## src/rtl/ioctl_rom_loader.sv

```systemverilog
// ioctl download stream to toggle-handshake RAM writer: packs PACK words per beat,
// buffers beats in a small FIFO and issues them with a req/ack toggle pair.
module ioctl_rom_loader #(
  parameter int DATA_W = 16,
  parameter int PACK   = 4,
  parameter int DEPTH  = 4,
  parameter int ADDR_W = 25,
  parameter int SWAP   = 1
) (
  input  logic                       clk_sys,
  input  logic                       reset,
  input  logic                       ioctl_download,
  input  logic                       ioctl_wr,
  input  logic [ADDR_W-1:0]          ioctl_addr,
  input  logic [DATA_W-1:0]          ioctl_data,
  output logic                       ioctl_wait,
  output logic [ADDR_W-1:0]          mem_addr,
  output logic [DATA_W*PACK-1:0]     mem_din,
  output logic [DATA_W*PACK/8-1:0]   mem_be,
  output logic                       mem_req,
  input  logic                       mem_ack,
  output logic [ADDR_W-1:0]          rom_size,
  output logic                       busy
);

  localparam int BYTES   = DATA_W / 8;
  localparam int BEAT_W  = DATA_W * PACK;
  localparam int BE_W    = BYTES * PACK;
  localparam int LANE_SH = $clog2(BYTES);
  localparam int LANE_W  = (PACK > 1) ? $clog2(PACK) : 1;
  localparam int PTR_W   = $clog2(DEPTH);
  localparam int CNT_W   = PTR_W + 1;
  localparam logic [ADDR_W-1:0] BEAT_MASK = ADDR_W'(BE_W - 1);

  typedef enum logic {S_IDLE, S_WAIT} state_t;

  state_t               state_q, state_d;
  logic                 dl_q;
  logic [ADDR_W-1:0]    pk_addr_q, pk_addr_d;
  logic [BEAT_W-1:0]    pk_data_q, pk_data_d;
  logic [BE_W-1:0]      pk_be_q, pk_be_d;

  logic [ADDR_W-1:0]    f_addr_q [DEPTH];
  logic [BEAT_W-1:0]    f_data_q [DEPTH];
  logic [BE_W-1:0]      f_be_q   [DEPTH];
  logic [PTR_W-1:0]     wr_ptr_q, rd_ptr_q;
  logic [CNT_W-1:0]     cnt_q;

  logic                 wait_q, wait_d;
  logic                 req_q;
  logic [ADDR_W-1:0]    maddr_q;
  logic [BEAT_W-1:0]    mdin_q;
  logic [BE_W-1:0]      mbe_q;
  logic [ADDR_W-1:0]    rom_size_q;

  logic                 dl_rise, dl_fall, wr_ok, wr_close;
  logic [DATA_W-1:0]    word;
  logic [ADDR_W-1:0]    w_beat, w_end;
  logic [LANE_W-1:0]    w_lane;
  logic                 push, push_ok, issue, avail;
  logic [ADDR_W-1:0]    push_addr;
  logic [BEAT_W-1:0]    push_data;
  logic [BE_W-1:0]      push_be;

  // Pack path. At most one beat is pushed per cycle; when a gap push and a
  // top-lane write coincide, the new beat stays packed with its top lane set
  // and is flushed on the following cycle ahead of any new word.
  always_comb begin
    word = ioctl_data;
    if (SWAP != 0) begin
      for (int unsigned i = 0; i < BYTES; i++) begin
        word[i*8 +: 8] = ioctl_data[(BYTES-1-i)*8 +: 8];
      end
    end
    wr_ok   = ioctl_wr & ioctl_download;
    dl_rise = ioctl_download & ~dl_q;
    dl_fall = ~ioctl_download & dl_q;
    w_beat  = ioctl_addr & ~BEAT_MASK;
    w_end   = ioctl_addr + ADDR_W'(BYTES);
    w_lane  = (PACK == 1) ? '0 : LANE_W'(ioctl_addr >> LANE_SH);

    pk_addr_d = pk_addr_q;
    pk_data_d = pk_data_q;
    pk_be_d   = pk_be_q;
    push      = 1'b0;
    push_addr = pk_addr_q;
    push_data = pk_data_q;
    push_be   = pk_be_q;
    wr_close  = wr_ok && ((w_lane == LANE_W'(PACK-1)) ||
                          ((pk_be_q != '0) && (w_beat != pk_addr_q)));

    if (dl_rise) begin
      pk_data_d = '0;
      pk_be_d   = '0;
    end else if (pk_be_q[BE_W-1] ||
                 (wr_ok && (pk_be_q != '0) && (w_beat != pk_addr_q)) ||
                 (dl_fall && (pk_be_q != '0))) begin
      push      = 1'b1;
      pk_data_d = '0;
      pk_be_d   = '0;
    end

    if (wr_ok) begin
      if (pk_be_d == '0) begin
        pk_addr_d = w_beat;
      end
      for (int unsigned i = 0; i < PACK; i++) begin
        if (w_lane == LANE_W'(i)) begin
          pk_data_d[i*DATA_W +: DATA_W] = word;
          pk_be_d[i*BYTES +: BYTES]     = '1;
        end
      end
      if ((w_lane == LANE_W'(PACK-1)) && !push) begin
        push      = 1'b1;
        push_addr = pk_addr_d;
        push_data = pk_data_d;
        push_be   = pk_be_d;
        pk_data_d = '0;
        pk_be_d   = '0;
      end
    end
  end

  assign avail   = (cnt_q != '0) && !dl_rise;
  assign push_ok = push && ((cnt_q != CNT_W'(DEPTH)) || issue);
  assign wait_d  = (cnt_q >= CNT_W'(DEPTH-1)) ||
                   (wr_close && (cnt_q == CNT_W'(DEPTH-2)));

  always_ff @(posedge clk_sys) begin
    if (reset) begin
      dl_q       <= 1'b0;
      pk_addr_q  <= '0;
      pk_data_q  <= '0;
      pk_be_q    <= '0;
      rom_size_q <= '0;
      wait_q     <= 1'b0;
    end else begin
      dl_q      <= ioctl_download;
      pk_addr_q <= pk_addr_d;
      pk_data_q <= pk_data_d;
      pk_be_q   <= pk_be_d;
      wait_q    <= wait_d;
      if (dl_rise) begin
        rom_size_q <= wr_ok ? w_end : '0;
      end else if (wr_ok && (w_end > rom_size_q)) begin
        rom_size_q <= w_end;
      end
    end
  end

  always_ff @(posedge clk_sys) begin
    if (reset || dl_rise) begin
      wr_ptr_q <= '0;
      rd_ptr_q <= '0;
      cnt_q    <= '0;
    end else begin
      if (push_ok) begin
        wr_ptr_q <= wr_ptr_q + 1'b1;
      end
      if (issue) begin
        rd_ptr_q <= rd_ptr_q + 1'b1;
      end
      cnt_q <= cnt_q + CNT_W'(push_ok) - CNT_W'(issue);
    end
  end

  always_ff @(posedge clk_sys) begin
    if (push_ok && !dl_rise) begin
      f_addr_q[wr_ptr_q] <= push_addr;
      f_data_q[wr_ptr_q] <= push_data;
      f_be_q[wr_ptr_q]   <= push_be;
    end
  end

  // Issue FSM
  always_ff @(posedge clk_sys) begin
    if (reset) begin
      state_q <= S_IDLE;
      req_q   <= 1'b0;
      maddr_q <= '0;
      mdin_q  <= '0;
      mbe_q   <= '0;
    end else begin
      state_q <= state_d;
      if (issue) begin
        req_q   <= ~req_q;
        maddr_q <= f_addr_q[rd_ptr_q];
        mdin_q  <= f_data_q[rd_ptr_q];
        mbe_q   <= f_be_q[rd_ptr_q];
      end
    end
  end

  always_comb begin
    state_d = state_q;
    unique case (state_q)
      S_IDLE: if (avail && (req_q == mem_ack)) state_d = S_WAIT;
      S_WAIT: if (req_q == mem_ack)            state_d = avail ? S_WAIT : S_IDLE;
      default: state_d = S_IDLE;
    endcase
  end

  always_comb begin
    issue = 1'b0;
    unique case (state_q)
      S_IDLE:  issue = avail && (req_q == mem_ack);
      S_WAIT:  issue = avail && (req_q == mem_ack);
      default: issue = 1'b0;
    endcase
  end

  assign ioctl_wait = wait_q;
  assign mem_req    = req_q;
  assign mem_addr   = maddr_q;
  assign mem_din    = mdin_q;
  assign mem_be     = mbe_q;
  assign rom_size   = rom_size_q;
  assign busy       = (pk_be_q != '0) || (cnt_q != '0) || (req_q != mem_ack);

endmodule

```

## config.mk

```make
export PLATFORM = sky130hd
export DESIGN_NAME = ioctl_rom_loader
export DESIGN_NICKNAME = d
export VERILOG_FILES = /design/src/rtl/ioctl_rom_loader.sv
export SDC_FILE = /design/constraint.sdc
export NUM_CORES = 1
export LEC_CHECK = 0
export BUFFER_PORTS_ARGS = -buffer_cell sky130_fd_sc_hd__buf_2
export CAP_MARGIN = 0
export CORE_MARGIN = 5
export CORE_UTILIZATION = 40
export DETAILED_ROUTE_END_ITERATION = 16
export PLACE_DENSITY_LB_ADDON = 0.2
export RECOVER_POWER = 100
export SYNTH_ARGS = -nofsm -noshare
export SYNTH_HDL_FRONTEND = slang
export SYNTH_SLANG_ARGS = --single-unit
```

## constraint.sdc

```tcl
create_clock -name clk_sys -period 12.73 [get_ports clk_sys]
set_input_delay 0.6365 -clock clk_sys [delete_from_list [all_inputs] [get_ports clk_sys]]
set_output_delay 0.6365 -clock clk_sys [all_outputs]
set_load 0.05 [all_outputs]
```

# [Yosys cells after proc, flatten, opt, wreduce, memory -nomap -nowiden]
# Memory sizes are Yosys's and may differ from the RTL's. A register that Yosys moved wholly into a read port is not among the register bits.
# Cells that the tools add are included.
[totals] ram_bits=388 input_bits=46 memories=3 regBits=132 output_inout_bits=125 word_cells=93
[classes] mux=32 eq_ne=8 n_bitwise=6 order_cmp=2 reduce_logical=27 addsub=5
[memory_table] memory="f_data_q" depth=4 width=64 rd=1 rd_ports_with_merged_regs=1 wr=1 line_no="44" rtl="logic [BEAT_W-1:0] f_data_q [DEPTH];"
[memory_table] memory="f_addr_q" depth=4 width=25 rd=1 rd_ports_with_merged_regs=1 wr=1 line_no="43" rtl="logic [ADDR_W-1:0] f_addr_q [DEPTH];"
[memory_table] memory="f_be_q" depth=4 width=8 rd=1 rd_ports_with_merged_regs=1 wr=1 line_no="45" rtl="logic [BE_W-1:0] f_be_q [DEPTH];"
[ops] cell="$mux W64" count=6
[ops] cell="$mux W25" count=6
[ops] cell="$mux W16" count=4
[ops] cell="$mux W8" count=6
[ops] cell="$add A25 B2 Y25 const B" count=1
[ops] cell="$gt A25 B25 Y1" count=1
[ops] cell="$ne A25 B25 Y1" count=1
[ops] cell="$logic_and A1 B1 Y1" count=12
[ops] cell="$logic_not A8 Y1" count=1
[ops] cell="$logic_or A1 B1 Y1" count=8
[ops] cell="$mux W2" count=4
[ops] cell="$reduce_bool A8 Y1" count=1
[ops] cell="$mux W1" count=6
[ops] cell="$add A2 B1 Y2 const B" count=2
[ops] cell="$eq A2 B2 Y1 const B" count=2
[ops] cell="$add A3 B1 Y3" count=1
[ops] cell="$and A1 B1 Y1" count=3
[ops] cell="$eq A3 B2 Y1 const B" count=1
[ops] cell="$ge A3 B2 Y1 const B" count=1
[ops] cell="$ne A3 B3 Y1 const B" count=1
[ops] cell="$not A1 Y1" count=3
[ops] cell="$reduce_bool A3 Y1" count=1
[ops] cell="$sub A3 B1 Y3" count=1
[ops] cell="$eq A2 B1 Y1 const B" count=1
[ops] cell="5 further kinds" count=6

# [Longest topological paths before layout]
# Gate-level depths: netlist of run 1.
[depth] word_depth=15 depth_mapped=13 mapped_depth_nobuf=12

# [Worst setup path after synthesis of run 1]
# OpenSTA, ideal clock, no wires.
[synth_timing] kind="input to register" start="input ioctl_addr[1]" end="memory f_addr_q[0][0], enable pin" setup_slack_ps=8065 setup_ps=467 path_buffers=1 stages=7 arrival_time_ps=4198 path_cell_list="ha_1 and3_1 clkbuf_1 or2_2 o31ai_1 nor3_1 and2_1"
[synth_via] elab_chain_cells=8
[synth_lines] element="from (decl)" line_no="14" rtl="input logic [ADDR_W-1:0] ioctl_addr,"
[synth_lines] element="$eq A2 B2 Y1" line_no="113" rtl="if ((w_lane == LANE_W'(PACK-1)) && !push) begin"
[synth_lines] element="$logic_and A1 B1 Y1" line_no="113"
[synth_lines] element="$mux W1" line_no="113"
[synth_lines] element="$mux W1" line_no="103" rtl="if (wr_ok) begin"
[synth_lines] element="$logic_and A1 B1 Y1" line_no="125" rtl="assign push_ok = push && ((cnt_q != CNT_W'(DEPTH)) || issue);"
[synth_lines] element="$logic_and A1 B1 Y1" line_no="168" rtl="if (push_ok && !dl_rise) begin"
[synth_lines] element="$mux W1" line_no="168"
[synth_lines] element="$mux W1 (implied by the code)" line_no="169" rtl="f_addr_q[wr_ptr_q] <= push_addr;"
[synth_lines] element="to (decl)" line_no="43"
# Every way passes these cells.

# [Worst setup path after layout of run 1]
[layout_timing] start="input ioctl_addr[1]" end="memory f_data_q[0][38] (netlist bit), enable pin"
[layout_via] elab_chain_cells=8
[layout_lines] element="$eq A2 B2 Y1" line_no="113"
[layout_lines] element="$logic_and A1 B1 Y1" line_no="113"
[layout_lines] element="$mux W1" line_no="113"
[layout_lines] element="$mux W1" line_no="103"
[layout_lines] element="$logic_and A1 B1 Y1" line_no="125"
[layout_lines] element="$logic_and A1 B1 Y1" line_no="168"
[layout_lines] element="$mux W1" line_no="168"
[layout_lines] element="$mux W1 (implied by the code)" line_no="170" rtl="f_data_q[wr_ptr_q] <= push_data;"
[layout_lines] element="to (decl)" line_no="44"
# Every way passes these cells.

==> results_dict.tcl, run 1 <==
set metrics [dict create \
    p_sw_share_pct 23.1 \
    fillers 5555 \
    ir_worst_vdd_mv 0.0952 \
    pwr-share-seq_pct 49.2 \
    drtIter0Drc 967 \
    p_leak_uw 0.00960 \
    finalCriticalPeriod_ns 7.70 \
    die_h_um 258 \
    post-route-period-util_pct 60.5 \
    antenna_left 0 \
    first_global_vias 14700 \
    cts_tree "done" \
    timing.critical_path.mode_cell "clkbuf_1" \
    hold_slack_ns 0.292 \
    power_frac_comb_pct 6.9 \
    ys_types 53 \
    nets 1948 \
    worstPathRequired_ns 12.88 \
    intPower_uw 3390 \
    track_usage_pct 17.3 \
    grt_setup_unrepaired "no" \
    clockBufferDepth 3 \
    drv_slew 594 \
    syn-num-nets 1796 \
    arrival_ns 7.85 \
    yosysTopAreaCellShare_pct 47.2 \
    hp-class "in -> reg" \
    postCtsSetupRepairBufs 0 \
    syn_avg_cell_area_um2 14.4 \
    tightest_slew_ns 5.54 \
    wl_per_cell_um 21.6 \
    vias 14500 \
    finalHoldViolCount 0 \
    coreArea_mm2 0.0615 \
    yosysSeqAreaShare_pct 65.7 \
    status "finished with violations" \
    synth.top_cells.by_count "edfxtp_1 (388), nand2_1 (241), dfxtp_1 (229)" \
    path_class "in -> reg" \
    yosysWarnings 0 \
    placed_cells 2586 \
    endpoint_kind "flop" \
    wirelength_mm 58.6 \
    area_growth_pct 14.4 \
    insertedDiodeCount 0 \
    clockRootBuffer "clkbuf_16" \
    gr-total-overflow 0 \
    setup_tns_ns 0 \
    synthArstFlopShare_pct 0 \
    critical-path-max-stage-delay_ns 3.20 \
    path_clk_slew_ns 0.06 \
    drv_cap 13 \
    yosys.area.top_type "edfxtp_1" \
    setup_violations 0 \
    synthTopCellsByArea "edfxtp_1 (47%), dfxtp_1 (19%), mux4_2 (8.8%)" \
    ios 171 \
    postCtsHoldBufs 0 \
    cts_buffers 68 \
    synth_area_mm2 0.0247 \
    fp.dieArea_mm2 0.0668 \
    critPathMaxFanout 55 \
    initial_core_util_pct 40.2 \
    dieWidth_um 258 \
    fin_cells 2712 \
    htree_levels 3 \
    remaining_drc_errors 0 \
    startpoint_type "input pin" \
    pwr_density_cell_mw_per_mm2 156 \
    fp-row-count 91 \
    synth.most_common_cell "edfxtp_1" \
    antenna_found_initial 5 \
    dominantRegCellSynth "edfxtp_1" \
    via_per_inst 5.33 \
    slew_headroom_pct -270 \
    p_sw_uw 1020 \
    cts_resized 0 \
    grt_max_degree 113 \
    first_pass_iters 6 \
    p_clk_share_pct 43.9 \
    portBuffers 170 \
    worst_clock_skew_ns 0.0283 \
    grt_pass1_wl_mm 89.5 \
    synth-seq-cells 617 \
    layout-drive-gt1-share_pct 14.0 \
    crit_chain "clkbuf_1 > ha_1 > and3_1 > or2_2 > o31ai_1 > nor3_1 > and2_0 > clkbuf_1" \
    synth_edf_count 388 \
    routabilityCongestion 0.834 \
    hpwl_mm 37.4 \
    insertion_delay_ns 0.60 \
    fmax_mhz 130 \
    synthCells 1714 \
    slowest_stage "and2_0" \
    violations "max-capacitance violations, max-slew violations" \
    clock-sinks 617 \
]
==> cells by family after synthesis <==
| family | count (synthesis) | share of synthesized area, % |
|---|---|---|
| adders and majority gates | 36 | 1.85 |
| muxes | 182 | 12.5 |
| and+or+nand+nor | 415 | 7.65 |
| buffers and inverters | 141 | 2.46 |
| xor gates and xnor gates | 49 | 1.74 |
| AOI/OAI and AO/OA | 274 | 8.08 |
| DFF | 617 | 65.7 |
==> layer usage <==
layer | track usage (%) | part of all wire, % | up-vias
met5 | 0 | 0.058 | -
met1 | 22.4 | 43 | 7318
met2 | 29.8 | 50 | 326
met4 | 4.88 | 2.1 | 6
met3 | 3.31 | 4.9 | 84
li1 | - | - | 6726
==> layout make-up <==
cell class	instances	area, um^2	share of cell area (%)
Sequential cell	617	16200	57.5
Clock inverter	37	354	1.25
Clock buffer	89	1890	6.67
Timing Repair Buffer	188	805	2.85
Inverter	35	131	0.465
Multi-Input combinational cell	956	7850	27.8
Tap cell	790	988	3.50
==> layout by cell type, fill, tap and decap left out, drive strengths merged, types with 2 or more instances in the layout <==
| cell type | count |
|---|---|
| a2111oi | 4 |
| a211oi | 4 |
| a21boi | 3 |
| a21o | 7 |
| a21oi | 118 |
| a22o | 112 |
| a31oi | 2 |
| and2 | 14 |
| and3 | 12 |
| and4 | 6 |
| buf | 55 |
| bufinv | 5 |
| clkbuf | 222 |
| clkinv | 25 |
| clkinvlp | 7 |
| dfxtp | 229 |
| edfxtp | 388 |
| ha | 35 |
| inv | 35 |
| mux2 | 38 |
| mux2i | 47 |
| mux4 | 97 |
| nand2 | 241 |
| nand2b | 28 |
| nand3 | 11 |
| nand4 | 12 |
| nor2 | 38 |
| nor2b | 19 |
| nor3 | 16 |
| nor4 | 8 |
| o211ai | 5 |
| o21ai | 11 |
| o31ai | 2 |
| or2 | 5 |
| or3 | 3 |
| xnor2 | 24 |
| xor2 | 25 |
==> sequential cells by signal, summed over array words and instances (netlist names) <==
name        count
rd_ptr_q        2
cnt_q           3
pk_data_q      64
mem_addr       25
f_be_q         32
wr_ptr_q        2
mem_din        64
dl_q            1
f_data_q      256
pk_addr_q      25
ioctl_wait      1
pk_be_q         8
f_addr_q      100
mem_req         1
mem_be          8
rom_size       25
==> critical path: cells and delay by family <==
kind | cells | cell delay, ns
compound gates | 1 | 0.15
fa+ha+maj | 1 | 0.39
simple gates | 4 | 4.40
buf+inv | 2 | 2.22
==> final timing paths <==
check / from / endpoint / slack [ns] / cells past startpoint
setup / recovery: ioctl_addr[1] / f_data_q[0][38] / 5.03 / 8
hold reg to reg: mem_din[48] / mem_din[48] / 0.45 / 2
setup reg to reg: mem_req / f_data_q[0][38] / 5.26 / 5
hold / removal: ioctl_addr[0] / rom_size[0] / 0.29 / 3
==> power by group through the flow <==
stage	logic [uW]	registers (uW)	clock network [uW]
CTS	318	2170	1990
global placement	315	2210	0
detailed placement	317	2210	0
finish	305	2170	1940
floorplan	161	2270	0
global route	331	2180	2080
==> stage by stage <==
step,utilization (%),setup WS (ns),total power [uW],instance area (um^2)
6_report,46.0,5.03,4420,28300
5_1_grt,46.0,4.23,4580,28300
4_1_cts,46.4,8.76,4480,28500
3_5_place_dp,42.7,8.14,2530,26300
3_3_place_gp,42.7,8.25,2530,26300
2_1_floorplan,-,8.07,2430,24700
Power figures use the tool's default switching activity.
==> run 2, diff against run 1 <==
--- a/config.mk
+++ b/config.mk
@@ -5,6 +5,7 @@
 export SDC_FILE = /design/constraint.sdc
 export NUM_CORES = 1
 export LEC_CHECK = 0
+export ABC_AREA = 1
 export BUFFER_PORTS_ARGS = -buffer_cell sky130_fd_sc_hd__buf_2
 export CAP_MARGIN = 0
 export CORE_MARGIN = 5
==> constraint.sdc (replaced) <==
create_clock -name clk_sys -period 7 [get_ports clk_sys]
set_input_delay 0.35 -clock clk_sys [delete_from_list [all_inputs] [get_ports clk_sys]]
set_output_delay 0.35 -clock clk_sys [all_outputs]
set_load 0.05 [all_outputs]
==> run 2 against run 1 <==
Critical path type unchanged. Combinational power rose to 2.8 times the previous value. Routed wire length up 28%. The flow still finishes with violations (max-capacitance violations, max-slew violations). Clock power up 90%. Critical endpoint is now rd_ptr_q[1]. Global-route usage up 2.7 points. Non-clock buffer count up 15. Sequential cell count unchanged. Final area up 7.4%. Worst setup slack worse by 3.3 ns. Count of clock-buffer cells in the layout up 5. Worst hold slack worse by 0.25 ns. Largest power group unchanged.
==> results_dict.tcl, run 2 <==
set metrics [dict create \
    status "finished with violations" \
    violations "max-capacitance violations, max-slew violations" \
    clockRootBuffer "clkbuf_16" \
    syn-num-nets 2963 \
    tightest_slew_ns 3.26 \
    track_usage_pct 20.0 \
    clockBufferDepth 3 \
    drv_slew 564 \
    final_util_pct 45.3 \
    postCtsHoldBufs 0 \
    most-common-layout-cells "nor2_1 (569), nand2_1 (522), edfxtp_1 (388), o21ai_0 (248), dfxtp_1 (227)" \
    gr-total-overflow 0 \
    postCtsSetupRepairBufs 0 \
    routabilityCongestion 0.892 \
    p_leak_uw 0.0109 \
    fp-row-count 95 \
    critical-path-max-stage-delay_ns 2.41 \
    arrival_ns 5.73 \
    drv_cap 13 \
    synth_area_mm2 0.0269 \
    wirelength_mm 75.1 \
    yosysTopAreaCellShare_pct 43.3 \
    fmax_mhz 191 \
    antenna_left 0 \
    yosysWarnings 0 \
    portBuffers 170 \
    grt_setup_unrepaired "no" \
    hp-class "in -> reg" \
    synth-seq-cells 617 \
    fp.dieArea_mm2 0.0725 \
    ff_latch_area_mm2 0.0162 \
    worstPathRequired_ns 7.48 \
    pwr_density_cell_mw_per_mm2 282 \
    first_global_vias 20500 \
    finalHoldViolCount 0 \
    area_growth_pct 12.8 \
    coreArea_mm2 0.0669 \
    holdCritStartpoint "ioctl_addr[0]" \
    dieWidth_um 269 \
    initial_core_util_pct 40.2 \
    synth.top_cells.by_count "nor2_1 (570), nand2_1 (522), edfxtp_1 (388)" \
    dominantRegCellSynth "edfxtp_1" \
    setup_tns_ns 0 \
    remaining_drc_errors 0 \
    htree_levels 3 \
    first_pass_iters 6 \
    synthCells 2881 \
    drtIter0Drc 1631 \
    insertion_delay_ns 0.61 \
    startpoint_type "input pin" \
    wl_per_cell_um 19.4 \
    setup_violations 0 \
    ios 171 \
    synth_edf_count 388 \
    synthArstFlopShare_pct 0 \
    grt_pass1_wl_mm 117 \
    path_clk_slew_ns 0.06 \
    worst_clock_skew_ns 0.0231 \
    cts_buffers 69 \
    vias 20900 \
    die_h_um 269 \
    ys_types 44 \
    multi_input_area_mm2 0.00929 \
    final_common_cell "nor2_1" \
    insertedDiodeCount 0 \
    slew_headroom_pct -117 \
    slowest_stage "clkinvlp_2" \
    worstRegToRegCells 17 \
    fillers 6426 \
    endpoint_kind "flop" \
    syn_avg_cell_area_um2 9.33 \
    min_path_cells 3 \
    post-route-period-util_pct 74.9 \
    regMostFlops "f_data_q" \
    yosys.area.top_type "edfxtp_1" \
    rrSetupSlack_ns 1.88 \
    finalCriticalPeriod_ns 5.25 \
    synthTopCellsByArea "edfxtp_1 (43%), dfxtp_1 (17%), nor2_1 (8.0%)" \
    hold_end "rom_size[0]" \
    critPathMaxFanout 65 \
    nets 3037 \
    clock-sinks 617 \
    synth.most_common_cell "nor2_1" \
    layout-drive-gt1-share_pct 6.64 \
    reg_top3 "f_data_q x256, f_addr_q x100" \
    ir_worst_vdd_mv 0.202 \
    cts_tree "done" \
    cts_resized 0 \
    via_per_inst 5.39 \
    r2r-start "pk_addr_q[11]" \
    hpwl_mm 45.3 \
    hold_slack_ns 0.0415 \
    grt_max_degree 197 \
    path_class "in -> reg" \
    r2r-end "f_be_q[3][0]" \
    yosysSeqAreaShare_pct 60.4 \
    largest_register_ff_count 256 \
    crit_chain "clkbuf_1 > clkinvlp_2 > buf_4 > nand2_1 > a21oi_1 > o21a_1" \
    antenna_found_initial 2 \
]
-- run 2: layout make-up --
| class | instances | share of cell area [%] |
|---|---|---|
| timing repair buffer | 203 | 2.96 |
| multi-input combinational | 1931 | 30.6 |
| clock inverter | 32 | 1.41 |
| tap | 873 | 3.60 |
| clock buffer | 94 | 6.17 |
| inverter | 133 | 1.69 |
| sequential | 617 | 53.5 |
-- run 2: cell families (layout without fill, tap and decap cells) --
group | after synthesis | after routing | synth area share (%)
flip-flops | 617 | 617 | 60.4
AO/OA/AOI/OAI | 552 | 552 | 12.0
AND/OR/NAND/NOR | 1320 | 1320 | 20.0
buffers and inverters | 333 | 462 | 5.11
adder cells (fa/ha/maj) | 36 | 36 | 1.70
XOR/XNOR | 23 | 23 | 0.749
-- run 2: how the worst max path moves through the flow --
stage	startpoint	to	slack [ns]	cells past startpoint
after floorplan	mem_req	f_addr_q[0][0]	0.77	8
after detailed placement	ioctl_addr[1]	rom_size[19]	2.37	20
final	reset	rd_ptr_q[1]	1.75	6
after CTS	pk_addr_q[11]	f_addr_q[1][24]	2.46	18
after global placement	ioctl_addr[1]	rom_size[19]	2.41	20
after global routing	reset	rd_ptr_q[1]	1.39	6
-- run 2: layer usage --
layer / up-vias / routed length (um) / track usage (%)
met4: 4 / 1950 / 5.61
met5: - / 32 / 0
met2: 548 / 36700 / 34.6
li1: 10100 / - / -
met3: 132 / 4460 / 4.21
met1: 10200 / 32000 / 25.5
-- run 2: report_power, final --
group	switching (uW)	total (uW)	leakage (uW)	internal [uW]
sequential	60.9	4020	0.00548	3960
clock	1460	3680	0.00111	2220
combinational	658	848	0.00434	190
-- run 2: stage by stage --
step / cells / setup WS [ns] / power, uW / instance area, um^2
4_1_cts: 3883 / 2.46 / 8660 / 30600
5_1_grt: 3883 / 1.39 / 8880 / 30300
2_1_floorplan: 2881 / 0.773 / 4710 / 26900
3_3_place_gp: 3757 / 2.41 / 4960 / 28300
6_report: 3883 / 1.75 / 8550 / 30300
3_5_place_dp: 3757 / 2.37 / 4970 / 28300
-- run 2: worst max-delay path: cells and delay by family --
family / cells / cell delay (ns)
AOI/OAI and AO/OA: 2 / 0.18
buffers and inverters: 3 / 4.74
and+or+nand+nor: 1 / 0.37
==> run 3, diff against run 2 <==
==> constraint.sdc (replaced) <==
create_clock -name clk_sys -period 4.6 [get_ports clk_sys]
set_input_delay 0.23 -clock clk_sys [delete_from_list [all_inputs] [get_ports clk_sys]]
set_output_delay 0.23 -clock clk_sys [all_outputs]
set_load 0.05 [all_outputs]
==> run 3 against run 2 <==
The run still ends with max-capacitance violations, max-slew violations left. First-iteration DRC count up 1.6%. Count of clock-buffer cells in the layout up 5. Highest routed layer unchanged. Global-route usage is 0.72 points lower. Worst setup slack worse by 0.96 ns. Non-clock buffer count up 4. Sequential cell count did not move. Register-to-register slack got worse by 1.1 ns. Sequential share of layout area shrank 0.087 points. Core utilization increased by 0.064 points.
==> results_dict.tcl, run 3 (synthesis results as in run 2) <==
set metrics [dict create \
    path_clk_slew_ns 0.06 \
    wirelength_mm 72.4 \
    ff_latch_area_mm2 0.0162 \
    portBuffers 170 \
    first_pass_iters 6 \
    clockRootBuffer "clkbuf_16" \
    grt_setup_unrepaired "no" \
    most-common-layout-cells "nor2_1 (570), nand2_1 (522), edfxtp_1 (388), o21ai_0 (249), dfxtp_1 (228)" \
    endpoint_kind "flop" \
    cts_tree "done" \
    worstPathRequired_ns 4.64 \
    critPathMaxFanout 41 \
    htree_levels 3 \
    regMostFlops "f_data_q" \
    finalCriticalPeriod_ns 3.81 \
    insertion_delay_ns 0.62 \
    final_common_cell "nor2_1" \
    wl_per_cell_um 18.6 \
    clockBufferDepth 3 \
    violations "max-capacitance violations, max-slew violations" \
    pwr_density_cell_mw_per_mm2 422 \
    grt_max_degree 138 \
    cts_resized 0 \
    fmax_mhz 263 \
    placed_cell_area_mm2 0.0284 \
    startpoint_type "flop" \
    antenna_found_initial 5 \
    post-route-period-util_pct 82.7 \
    path_class "reg -> reg" \
    postCtsSetupRepairBufs 0 \
    design_area_mm2 0.0304 \
    grt_pass1_wl_mm 113 \
    multi_input_area_mm2 0.00930 \
    drv_cap 7 \
    status "finished with violations" \
    vias 20900 \
    setup_violations 0 \
    fin_cells 3890 \
    hp-class "in -> reg" \
    fp.dieArea_mm2 0.0725 \
    p_leak_uw 0.0110 \
    hold_slack_ns 0.0389 \
    area_growth_pct 13.0 \
    worst_clock_skew_ns 0.0407 \
    fp-row-count 95 \
    first_global_vias 20400 \
    drtIter0Drc 1657 \
    clock-sinks 617 \
    finalHoldViolCount 0 \
    placed_cells 3759 \
    nets 3042 \
    initial_core_util_pct 40.2 \
    fillers 6392 \
    coreArea_mm2 0.0669 \
    via_per_inst 5.36 \
    remaining_drc_errors 0 \
    hpwl_mm 43.6 \
    arrival_ns 3.85 \
    largest_register_ff_count 256 \
    antenna_left 0 \
    slew_headroom_pct -172 \
    gr-total-overflow 0 \
    drv_slew 400 \
    ir_worst_vdd_mv 0.234 \
    reg_top3 "f_data_q x256, f_addr_q x100" \
    dieWidth_um 269 \
    layout-drive-gt1-share_pct 6.90 \
    die_h_um 269 \
    tightest_slew_ns 4.08 \
    cts_buffers 70 \
    routabilityCongestion 0.885 \
    final_util_pct 45.4 \
    ios 171 \
    setup_tns_ns 0 \
    track_usage_pct 19.2 \
]
## run 3: per-layer routing
layer | up-vias | wire, um | GRT usage [%]
met5 | - | 42 | 0
met4 | 8 | 1710 | 5.95
met3 | 132 | 4340 | 3.96
met2 | 528 | 35500 | 33.7
met1 | 10100 | 30800 | 24.1
li1 | 10100 | - | -
## run 3: path summary, 6_finish.rpt
path | startpoint | end | slack [ns] | cells past startpoint
max | pk_addr_q[24] | f_data_q[0][58] | 0.79 | 16
min | reset | pk_data_q[34] | 0.04 | 2
max reg2reg | pk_addr_q[24] | f_data_q[0][58] | 0.79 | 16
min reg2reg | pk_addr_q[0] | pk_addr_q[0] | 0.46 | 2
## run 3: layout make-up
cell class	instances	share of cell area, %
Antenna cell	1	0.00824
Clock buffer	99	6.47
Clock inverter	29	0.935
Inverter	133	1.68
Multi-Input combinational cell	1931	30.6
Sequential cell	617	53.5
Tap cell	873	3.60
Timing Repair Buffer	207	3.24
## run 3: timing repair
| action | 4_1_cts | 5_1_grt |
|---|---|---|
| endpoints found under the setup margin | 0 | 0 |
| hold buffers | 2 | 0 |
| endpoints found under the hold margin | 2 | 0 |
## run 3: through the flow
stage               power (uW)  worst slack, ns
CTS                      13000             1.27
floorplan                 7160            -1.63
global placement          7530            0.903
finish                   12800            0.794
detailed placement        7550            0.763
global route             13300            0.433
## run 3: power by group
part	internal [uW]	switching (uW)
Sequential	6020	83.8
Combinational	295	998
Clock	3220	2220
## run 3: worst max-delay path, stage by stage, from the launching register on
cell and delay [ns]:
dfxtp_1 0.37, inv_1 0.07, nand2_1 0.05, nand2_1 0.06
nor2_1 0.18, nand2_1 0.09, nor2_1 0.11, nand3_1 0.21
a21oi_4 0.40, clkinv_1 0.11, nand2_1 0.09, nand2_1 0.11
nand2_1 0.13, inv_1 0.09, nand2_1 0.25, nor2_1 0.12
clkbuf_2 0.72
